### config.mk
export PLATFORM = sky130hd
export DESIGN_NAME = pc_fetch_flat
export DESIGN_NICKNAME = d
export VERILOG_FILES = /design/src/rtl/pc_fetch_if.sv /design/src/rtl/pc_fetch.sv /design/src/flat_wrapper.sv
export SDC_FILE = /design/constraint.sdc
export NUM_CORES = 1
export LEC_CHECK = 0
export BUFFER_PORTS_ARGS = -buffer_cell sky130_fd_sc_hd__buf_2
export CORE_ASPECT_RATIO = 0.9
export CORE_MARGIN = 5
export CORE_UTILIZATION = 56
export DETAILED_ROUTE_END_ITERATION = 7
export PLACE_DENSITY = 0.93
export SYNTH_ARGS = -nofsm -noshare
export SYNTH_HDL_FRONTEND = slang
export SYNTH_SLANG_ARGS = --single-unit
export TNS_END_PERCENT = 5
### constraint.sdc
create_clock -name pfi_clk -period 5.25 [get_ports pfi_clk]
set_clock_uncertainty 0.05 [all_clocks]
set_input_delay 0.7875 -clock pfi_clk [delete_from_list [all_inputs] [get_ports pfi_clk]]
set_output_delay 0.7875 -clock pfi_clk [all_outputs]
set_load 0.1 [all_outputs]
### src/rtl/pc_fetch_if.sv
// Fetch-unit bus: decode handshake, redirect controls, RAM2 read port and fetch status.
// The master modport is the fetch unit; the slave modport is decode plus the RAM2 side.
interface pc_fetch_if #(
    parameter int ADDR_W = 16,
    parameter int DATA_W = 16
);
    logic              pfi_ready;
    logic              pfi_branch;
    logic [ADDR_W-1:0] pfi_new_addr;
    logic              pfi_int_req;
    logic              pfi_eret;
    logic [DATA_W-1:0] pfi_ram2_data;
    logic [ADDR_W-1:0] pfo_addr;
    logic              pfo_ram2_oe;
    logic [DATA_W-1:0] pfo_instr;
    logic [ADDR_W-1:0] pfo_instr_pc;
    logic              pfo_valid;
    logic [ADDR_W-1:0] pfo_epc;
    logic              pfo_in_isr;

    modport master (
        input  pfi_ready, pfi_branch, pfi_new_addr, pfi_int_req, pfi_eret, pfi_ram2_data,
        output pfo_addr, pfo_ram2_oe, pfo_instr, pfo_instr_pc, pfo_valid, pfo_epc, pfo_in_isr
    );

    modport slave (
        output pfi_ready, pfi_branch, pfi_new_addr, pfi_int_req, pfi_eret, pfi_ram2_data,
        input  pfo_addr, pfo_ram2_oe, pfo_instr, pfo_instr_pc, pfo_valid, pfo_epc, pfo_in_isr
    );
endinterface

### src/rtl/pc_fetch.sv
// Program counter and RAM2 instruction fetch with branch, interrupt and eret redirects.
// Read takes WAIT_CYCLES+1 cycles; instruction held in HOLD until pfi_ready is seen.
module pc_fetch #(
    parameter int                ADDR_W      = 16,
    parameter int                DATA_W      = 16,
    parameter logic [ADDR_W-1:0] RESET_ADDR  = '0,
    parameter logic [ADDR_W-1:0] INT_VECTOR  = 16'h0008,
    parameter int                WAIT_CYCLES = 1
) (
    input  logic       pfi_clk,
    input  logic       pfi_rst,
    pc_fetch_if.master bus
);
    typedef enum logic [1:0] {IDLE, FETCH, HOLD} state_t;

    state_t            state_q, state_d;
    logic [3:0]        cnt_q, cnt_d;
    logic [ADDR_W-1:0] addr_q, addr_d;
    logic [DATA_W-1:0] instr_q, instr_d;
    logic [ADDR_W-1:0] instr_pc_q, instr_pc_d;
    logic              valid_q, valid_d;
    logic [ADDR_W-1:0] epc_q, epc_d;
    logic              in_isr_q, in_isr_d;
    logic              ram2_oe;

    logic              active, handshake, last_beat;
    logic              int_acc, eret_acc, br_acc, redirect;
    logic [ADDR_W-1:0] pc_inc;

    always_comb begin
        active    = (state_q != IDLE);
        handshake = (state_q == HOLD) && valid_q && bus.pfi_ready;
        last_beat = (state_q == FETCH) && (cnt_q == 4'(WAIT_CYCLES));
        pc_inc    = addr_q + 1'b1;
        // eret outside an ISR is simply not a redirect source
        int_acc   = active && bus.pfi_int_req && !in_isr_q;
        eret_acc  = active && bus.pfi_eret && in_isr_q;
        br_acc    = active && bus.pfi_branch;
        redirect  = int_acc || eret_acc || br_acc;
    end

    always_ff @(posedge pfi_clk or negedge pfi_rst) begin
        if (!pfi_rst) state_q <= IDLE;
        else          state_q <= state_d;
    end

    always_comb begin
        state_d = state_q;
        case (state_q)
            IDLE:    state_d = FETCH;
            FETCH:   if (redirect) state_d = FETCH;
                     else if (last_beat) state_d = HOLD;
            HOLD:    if (redirect || handshake) state_d = FETCH;
            default: state_d = IDLE;
        endcase
    end

    always_comb begin
        ram2_oe = (state_q != FETCH);
    end

    always_comb begin
        cnt_d      = cnt_q;
        addr_d     = addr_q;
        instr_d    = instr_q;
        instr_pc_d = instr_pc_q;
        valid_d    = valid_q;
        epc_d      = epc_q;
        in_isr_d   = in_isr_q;
        if (state_q == IDLE) begin
            cnt_d = '0;
        end else if (int_acc) begin
            // a handshake on the same edge has delivered the current PC
            epc_d    = handshake ? pc_inc : addr_q;
            addr_d   = INT_VECTOR;
            in_isr_d = 1'b1;
            valid_d  = 1'b0;
            cnt_d    = '0;
        end else if (eret_acc) begin
            addr_d   = epc_q;
            in_isr_d = 1'b0;
            valid_d  = 1'b0;
            cnt_d    = '0;
        end else if (br_acc) begin
            addr_d  = bus.pfi_new_addr;
            valid_d = 1'b0;
            cnt_d   = '0;
        end else if (last_beat) begin
            instr_d    = bus.pfi_ram2_data;
            instr_pc_d = addr_q;
            valid_d    = 1'b1;
            cnt_d      = '0;
        end else if (state_q == FETCH) begin
            cnt_d = cnt_q + 4'd1;
        end else if (handshake) begin
            addr_d  = pc_inc;
            valid_d = 1'b0;
            cnt_d   = '0;
        end
    end

    always_ff @(posedge pfi_clk or negedge pfi_rst) begin
        if (!pfi_rst) begin
            cnt_q      <= '0;
            addr_q     <= RESET_ADDR;
            instr_q    <= '0;
            instr_pc_q <= '0;
            valid_q    <= 1'b0;
            epc_q      <= '0;
            in_isr_q   <= 1'b0;
        end else begin
            cnt_q      <= cnt_d;
            addr_q     <= addr_d;
            instr_q    <= instr_d;
            instr_pc_q <= instr_pc_d;
            valid_q    <= valid_d;
            epc_q      <= epc_d;
            in_isr_q   <= in_isr_d;
        end
    end

    assign bus.pfo_addr     = addr_q;
    assign bus.pfo_ram2_oe  = ram2_oe;
    assign bus.pfo_instr    = instr_q;
    assign bus.pfo_instr_pc = instr_pc_q;
    assign bus.pfo_valid    = valid_q;
    assign bus.pfo_epc      = epc_q;
    assign bus.pfo_in_isr   = in_isr_q;
endmodule

### src/flat_wrapper.sv
// flat-port wrapper written by rule: the top's interface ports become plain ports
module pc_fetch_flat 
#(
    parameter int                ADDR_W      = 16,
    parameter int                DATA_W      = 16,
    parameter logic [ADDR_W-1:0] RESET_ADDR  = '0,
    parameter logic [ADDR_W-1:0] INT_VECTOR  = 16'h0008,
    parameter int                WAIT_CYCLES = 1
)
  (pfi_clk, pfi_rst, bus_pfi_ready, bus_pfi_branch, bus_pfi_new_addr, bus_pfi_int_req, bus_pfi_eret, bus_pfi_ram2_data, bus_pfo_addr, bus_pfo_ram2_oe, bus_pfo_instr, bus_pfo_instr_pc, bus_pfo_valid, bus_pfo_epc, bus_pfo_in_isr);
  pc_fetch_if #(.ADDR_W(ADDR_W), .DATA_W(DATA_W)) bus_i ();
  input  logic pfi_clk;
  input  logic pfi_rst;
  input wire logic [$bits(bus_i.pfi_ready)-1:0] bus_pfi_ready;
  input wire logic [$bits(bus_i.pfi_branch)-1:0] bus_pfi_branch;
  input wire logic [$bits(bus_i.pfi_new_addr)-1:0] bus_pfi_new_addr;
  input wire logic [$bits(bus_i.pfi_int_req)-1:0] bus_pfi_int_req;
  input wire logic [$bits(bus_i.pfi_eret)-1:0] bus_pfi_eret;
  input wire logic [$bits(bus_i.pfi_ram2_data)-1:0] bus_pfi_ram2_data;
  output wire logic [$bits(bus_i.pfo_addr)-1:0] bus_pfo_addr;
  output wire logic [$bits(bus_i.pfo_ram2_oe)-1:0] bus_pfo_ram2_oe;
  output wire logic [$bits(bus_i.pfo_instr)-1:0] bus_pfo_instr;
  output wire logic [$bits(bus_i.pfo_instr_pc)-1:0] bus_pfo_instr_pc;
  output wire logic [$bits(bus_i.pfo_valid)-1:0] bus_pfo_valid;
  output wire logic [$bits(bus_i.pfo_epc)-1:0] bus_pfo_epc;
  output wire logic [$bits(bus_i.pfo_in_isr)-1:0] bus_pfo_in_isr;
  assign bus_i.pfi_ready = bus_pfi_ready;
  assign bus_i.pfi_branch = bus_pfi_branch;
  assign bus_i.pfi_new_addr = bus_pfi_new_addr;
  assign bus_i.pfi_int_req = bus_pfi_int_req;
  assign bus_i.pfi_eret = bus_pfi_eret;
  assign bus_i.pfi_ram2_data = bus_pfi_ram2_data;
  assign bus_pfo_addr = bus_i.pfo_addr;
  assign bus_pfo_ram2_oe = bus_i.pfo_ram2_oe;
  assign bus_pfo_instr = bus_i.pfo_instr;
  assign bus_pfo_instr_pc = bus_i.pfo_instr_pc;
  assign bus_pfo_valid = bus_i.pfo_valid;
  assign bus_pfo_epc = bus_i.pfo_epc;
  assign bus_pfo_in_isr = bus_i.pfo_in_isr;
  pc_fetch #(.ADDR_W(ADDR_W), .DATA_W(DATA_W), .RESET_ADDR(RESET_ADDR), .INT_VECTOR(INT_VECTOR), .WAIT_CYCLES(WAIT_CYCLES)) u_core (.pfi_clk(pfi_clk), .pfi_rst(pfi_rst), .bus(bus_i));
endmodule
=== Word level (Yosys, flattened, before mapping) ===
Cells that the tools add are included.

* Equal/unequal tests: 9
* Order comparisons: 0
* Bitwise gates (word level): 4
* Muxes and demuxes: 25
* $add $sub $neg: 2
* Reduce and logical (&&, ||, !) cells: 23
* Div/mod/pow operators: 0
* Multiply operators: 0
* Shift-type cells: 0

{| class="wikitable"
|+ Operators with widths
! kind !! number
|-
| $mux W16 || 6
|-
| $mux W4 || 7
|-
| $add A16 B1 Y16 const B || 1
|-
| $logic_and A1 B1 Y1 || 8
|-
| $mux W1 || 8
|-
| $reduce_bool A7 Y1 || 1
|-
| $mux W2 || 3
|-
| $pmux W2 S3 || 1
|-
| $reduce_and A2 Y1 || 3
|-
| $reduce_and A3 Y1 || 2
|-
| $ne A5 B1 Y1 const B || 1
|-
| $reduce_and A5 Y1 || 1
|-
| $reduce_bool A5 Y1 || 1
|-
| $add A4 B1 Y4 const B || 1
|-
| $eq A4 B1 Y1 const B || 1
|-
| $ne A4 B1 Y1 const B || 1
|-
| $ne A4 B4 Y1 const B || 1
|-
| $not A1 Y1 || 4
|-
| $reduce_bool A2 Y1 || 2
|-
| $logic_or A1 B1 Y1 || 3
|-
| $ne A3 B1 Y1 const B || 1
|-
| $eq A2 B1 Y1 const B || 1
|-
| $eq A2 B2 Y1 const B || 1
|-
| $logic_not A2 Y1 || 1
|-
| other kinds (3) || 3
|}

* Memory bits (writable): 0
* Input bits: 38
* Register bits after elaboration: 72
* Memories: 0
* Bits in read-only memories: 0
* Output and inout bits: 67
* Bits in latches: 0
* Logic and storage cells: 71

=== Longest topological paths before layout ===
* Depth after elaboration: 10
* Depth in mapped cells: 7
* Gate-level depth less buffers: 6

=== Worst setup path after synthesis ===
Ideal clock, no wire load.

* Kind: reg2reg
* Start point: register u_core.addr_q[4] (netlist: u_core.bus.pfo_addr[4])
* End point: register u_core.addr_q[11] (netlist: u_core.bus.pfo_addr[11])
* Buffers on the path: 1
* Data required time: 5077 ps
* Path slack: 2707 ps
* Clock period less this slack: 2543 ps
* Setup time: 123 ps
* Arrival time: 2370 ps
* Cell stages (with the launch flop): 7
* Cell sequence: dfrtp_1 clkbuf_1 nand4_1 nor4_4 nand4_1 a21o_1 a22o_1

* Longest elaborated chain between the ends: 7

{| class="wikitable"
|+ RTL lines
! element !! RTL line !! source
|-
| start, declared || pc_fetch.sv:18 || <nowiki>logic [ADDR_W-1:0] addr_q, addr_d;</nowiki>
|-
| start signal, assigned || pc_fetch.sv:113 || <nowiki>addr_q <= addr_d;</nowiki>
|-
| $add A16 B1 Y16 || pc_fetch.sv:34 || <nowiki>pc_inc = addr_q + 1'b1;</nowiki>
|-
| $mux W16 || pc_fetch.sv:95 || <nowiki>end else if (handshake) begin</nowiki>
|-
| $mux W16 || pc_fetch.sv:93 || <nowiki>end else if (state_q == FETCH) begin</nowiki>
|-
| $mux W16 || pc_fetch.sv:88 || <nowiki>end else if (last_beat) begin</nowiki>
|-
| $mux W16 || pc_fetch.sv:84 || <nowiki>end else if (br_acc) begin</nowiki>
|-
| $mux W16 || pc_fetch.sv:79 || <nowiki>end else if (eret_acc) begin</nowiki>
|-
| $mux W16 || pc_fetch.sv:72 || <nowiki>end else if (int_acc) begin</nowiki>
|}

Every way passes these cells. The select of a mux whose other input is x is not followed.
A chain may end at the register's enable or synchronous reset.

=== Final worst setup path ===
* Start point: register u_core.state_q[1]
* End point: register u_core.instr_q[1] (netlist: u_core.bus.pfo_instr[1])

* Longest elaborated chain between the ends: 5
* Elaborated cells on any way between the ends: 14
* Classes of those cells: 1 x eq/ne; 4 x bitwise; 9 x reduce/logical

{| class="wikitable"
|+ RTL lines
! element !! RTL line !! source
|-
| start, declared || pc_fetch.sv:16 || <nowiki>state_t state_q, state_d;</nowiki>
|-
| start signal, assigned || pc_fetch.sv:44 || <nowiki>else state_q <= state_d;</nowiki>
|-
| $reduce_bool A2 Y1 || pc_fetch.sv:31 || <nowiki>active = (state_q != IDLE);</nowiki>
|-
| $logic_and A1 B1 Y1, on equally long branches (2 in series) || pc_fetch.sv:36, pc_fetch.sv:37 ||
|-
| $not A1 Y1 (no line) || - ||
|-
| $reduce_and A5 Y1 (no line) * || - ||
|-
| end signal, assigned || pc_fetch.sv:114 || <nowiki>instr_q <= instr_d;</nowiki>
|-
| end, declared || pc_fetch.sv:19 || <nowiki>logic [DATA_W-1:0] instr_q, instr_d;</nowiki>
|}

Every way passes the cells marked *; elsewhere a longest branch is shown, timed or not.

==> qor.csv <==
metric;value;unit
wire per inst;17.9;microns
DRT antenna net count;0;
Worst path top cell family by delay;simple AND/OR/NAND/NOR gates;
WP data required;5.43;ns
WP data arrival;3.24;ns
CTS Root Cell;clkbuf_8;
library cells used by synthesis;55;
Worst Tran Pin Value;1.19;ns
FP Rows;28;
compound-gate portion of the synthesized area;14.9;%
DPL Wire Length;6620;microns
Core Footprint;0.00648;sq mm
cell chain of the critical path;nor2_1 -> nor3_4 -> buf_4 -> nor4_4 -> buf_4 -> mux2_2;
CP Class;reg -> reg;
H-tree levels;3;
Post-synth ARST share;100;%
Port Buffer Count;104;
Slew HR;20.5;%
RSZ-0062 raised after global routing;false;
CP max stage delay;0.76;ns
yosys warns;0;
CP endpoint kind;flip-flop;
CTS resizes;0;
Slew Limit Fails;0;
vias;3049;
number of flops mapped to enable cells by yosys;0;
area of the mapped netlist;0.00366;sq mm
layout cells sized above 1;37.3;%
post-synthesis xor/xnor area fraction;3.83;%
largest net degree at the start of global routing;73;
Clock transition at path regs;0.07;ns
Final GP Congestion;0.858;
die height;86.7;microns
Final setup viols;0;
CTS sink count;72;
sequential area share after synthesis;49.2;%
fill count;471;
final worst path period share;58.2;%
crit path buf inv count;2;
vias in the first global route;3014;
Maximum Capacitance Violations;0;
cell count after synthesis;327;
# hold bufs at CTS;0;
GR Layer Usage met2;36.7;%
Post-Synth Adder-Cell Area;1.02;%
Starting Density;56.5;%
Area Overhead vs Synth;21.2;%
total grt overflow;0;
GRT Max-Usage Layer;met2;
Reg area;0.00180;sq mm
Worst path most repeated cell;buf_4;
vias per cell;5.84;
critical path's slowest cell;nor4_4;
Multi-input gate area;0.00171;sq mm
met3 Track Usage GR;4.51;%
#FFs+latches synth;72;
Main synth FF type;dfrtp_1;
antenna cell count;0;
reg-to-reg slack, setup;2.19;ns
die area;0.00826;sq mm
syn nets;368;
total track usage;23.3;%
drt first pass iters;5;
largest family of logic cells by synthesized area;compound AO/OA/AOI/OAI gates;
# nets final;468;
detailed-route DRC error count;0;
post-synthesis simple-gate area fraction;14.5;%
final period demand of the worst path;3.06;ns
CP max FO;35;
# IOs;105;
f_max;327;MHz
Fin. Hold Viols;0;
Setup TNS;0;ns
cts bufs inserted;9;
Avg Inst Size Synth;11.2;sq um
outcome;completed;
Die Span X;95.3;microns
met1 global-route usage;30.7;%
initial antenna violation count;0;
TritonCTS clock tree;done;
aggregate routed wire length;9340;microns
global-route wire length before repair;14800;microns
post-synthesis mux area share;12.2;%
Starting DRT DRC Count;215;
Post-CTS Setup Bufs;0;
Longest Clk Path Bufs;2;
CP Launch Type;flip-flop;
Hold Crit Class;reg -> reg;
Clock Latency Late Sink;0.35;ns
## metal layers
metal	share of wire, %	vias to the layer above
met5	0	-
met4	2.4	0
met3	7.5	23
met2	49	164
met1	41	1465
li1	-	1397
## through the flow
stage | std cells | cell area [sq um] | setup slack [ns] | hold slack [ns] | utilization, %
3_5_place_dp | 506 | 4210 | 2.07 | 0.424 | 65.0
3_3_place_gp | 506 | 4210 | 2.15 | 0.414 | 65.0
5_1_grt | 522 | 4440 | 1.94 | 0.453 | 68.5
6_report | 522 | 4440 | 2.19 | 0.435 | 68.5
4_1_cts | 522 | 4440 | 2.15 | 0.444 | 68.5
2_1_floorplan | 327 | 3660 | 2.71 | 0.442 | -
## flip-flops by register name (all words and copies together) (netlist names)
register	flops
u_core.bus.pfo_epc	16
u_core.state_q	2
u_core.bus.pfo_instr_pc	16
u_core.bus.pfo_in_isr	1
u_core.bus.pfo_valid	1
u_core.bus.pfo_addr	16
u_core.cnt_q	4
u_core.bus.pfo_instr	16
## cell usage in the layout, fill, tap and decap left out, types with 3 or more instances in the layout
| cell | n |
|---|---|
| inv_1 | 11 |
| dfrtp_1 | 72 |
| nor3_1 | 13 |
| nor4_4 | 3 |
| a21o_1 | 8 |
| nand2_1 | 11 |
| nand3_1 | 7 |
| xor2_1 | 6 |
| mux2_4 | 20 |
| ha_1 | 3 |
| o22ai_1 | 5 |
| mux2_2 | 5 |
| nor2_1 | 39 |
| xnor2_1 | 10 |
| mux2_1 | 7 |
| a221o_1 | 6 |
| a21oi_1 | 21 |
| o21ai_0 | 15 |
| buf_4 | 4 |
| a22o_1 | 4 |
| buf_2 | 103 |
| clkbuf_8 | 10 |
## cell type report
cell class / count / area share, %
inverters: 11 / 0.930
clock inverters: 6 / 2.09
clock buffers: 10 / 3.10
multi-input cells: 226 / 38.5
repair buffers: 107 / 12.3
well taps: 90 / 2.54
flip-flops and latches: 72 / 40.6
## logic make-up (layout without fill, tap and decap cells)
kind of cell,count (synthesis),count (layout)
buffers and inverters,29,134
adder cells (fa/ha/maj),3,3
AO/OA/AOI/OAI,81,81
AND/OR/NAND/NOR,93,93
multiplexers,33,33
flip-flops,72,72
XOR/XNOR,16,16
## synth_stat cells, types with 7 or more instances
cell type	number	area, sq um
dfrtp_1	72	1800
nor2_1	39	146
a21oi_1	21	105
mux2_4	20	300
o21ai_0	15	75.1
nor3_1	13	65.1
inv_1	11	41.3
nand2_1	11	41.3
xnor2_1	10	87.6
a21o_1	8	60.1
buf_2	7	35.0
mux2_1	7	78.8
nand3_1	7	35.0
## path summary, 6_finish.rpt
| check | startpoint | cells past startpoint | to |
|---|---|---|---|
| setup / recovery | u_core.state_q[1] | 6 | u_core.bus.pfo_instr[1] |
| hold / removal | u_core.bus.pfo_instr_pc[2] | 1 | u_core.bus.pfo_instr_pc[2] |
| setup reg to reg | u_core.state_q[1] | 6 | u_core.bus.pfo_instr[1] |
| hold reg to reg | u_core.bus.pfo_instr_pc[2] | 1 | u_core.bus.pfo_instr_pc[2] |
| max in group asynchronous | pfi_rst | 1 | u_core.bus.pfo_addr[3] |
| min in group asynchronous | pfi_rst | 1 | u_core.bus.pfo_addr[4] |
Power is not shown: default switching activity piles up to over one toggle a cycle in this logic, so the estimate is an artifact.
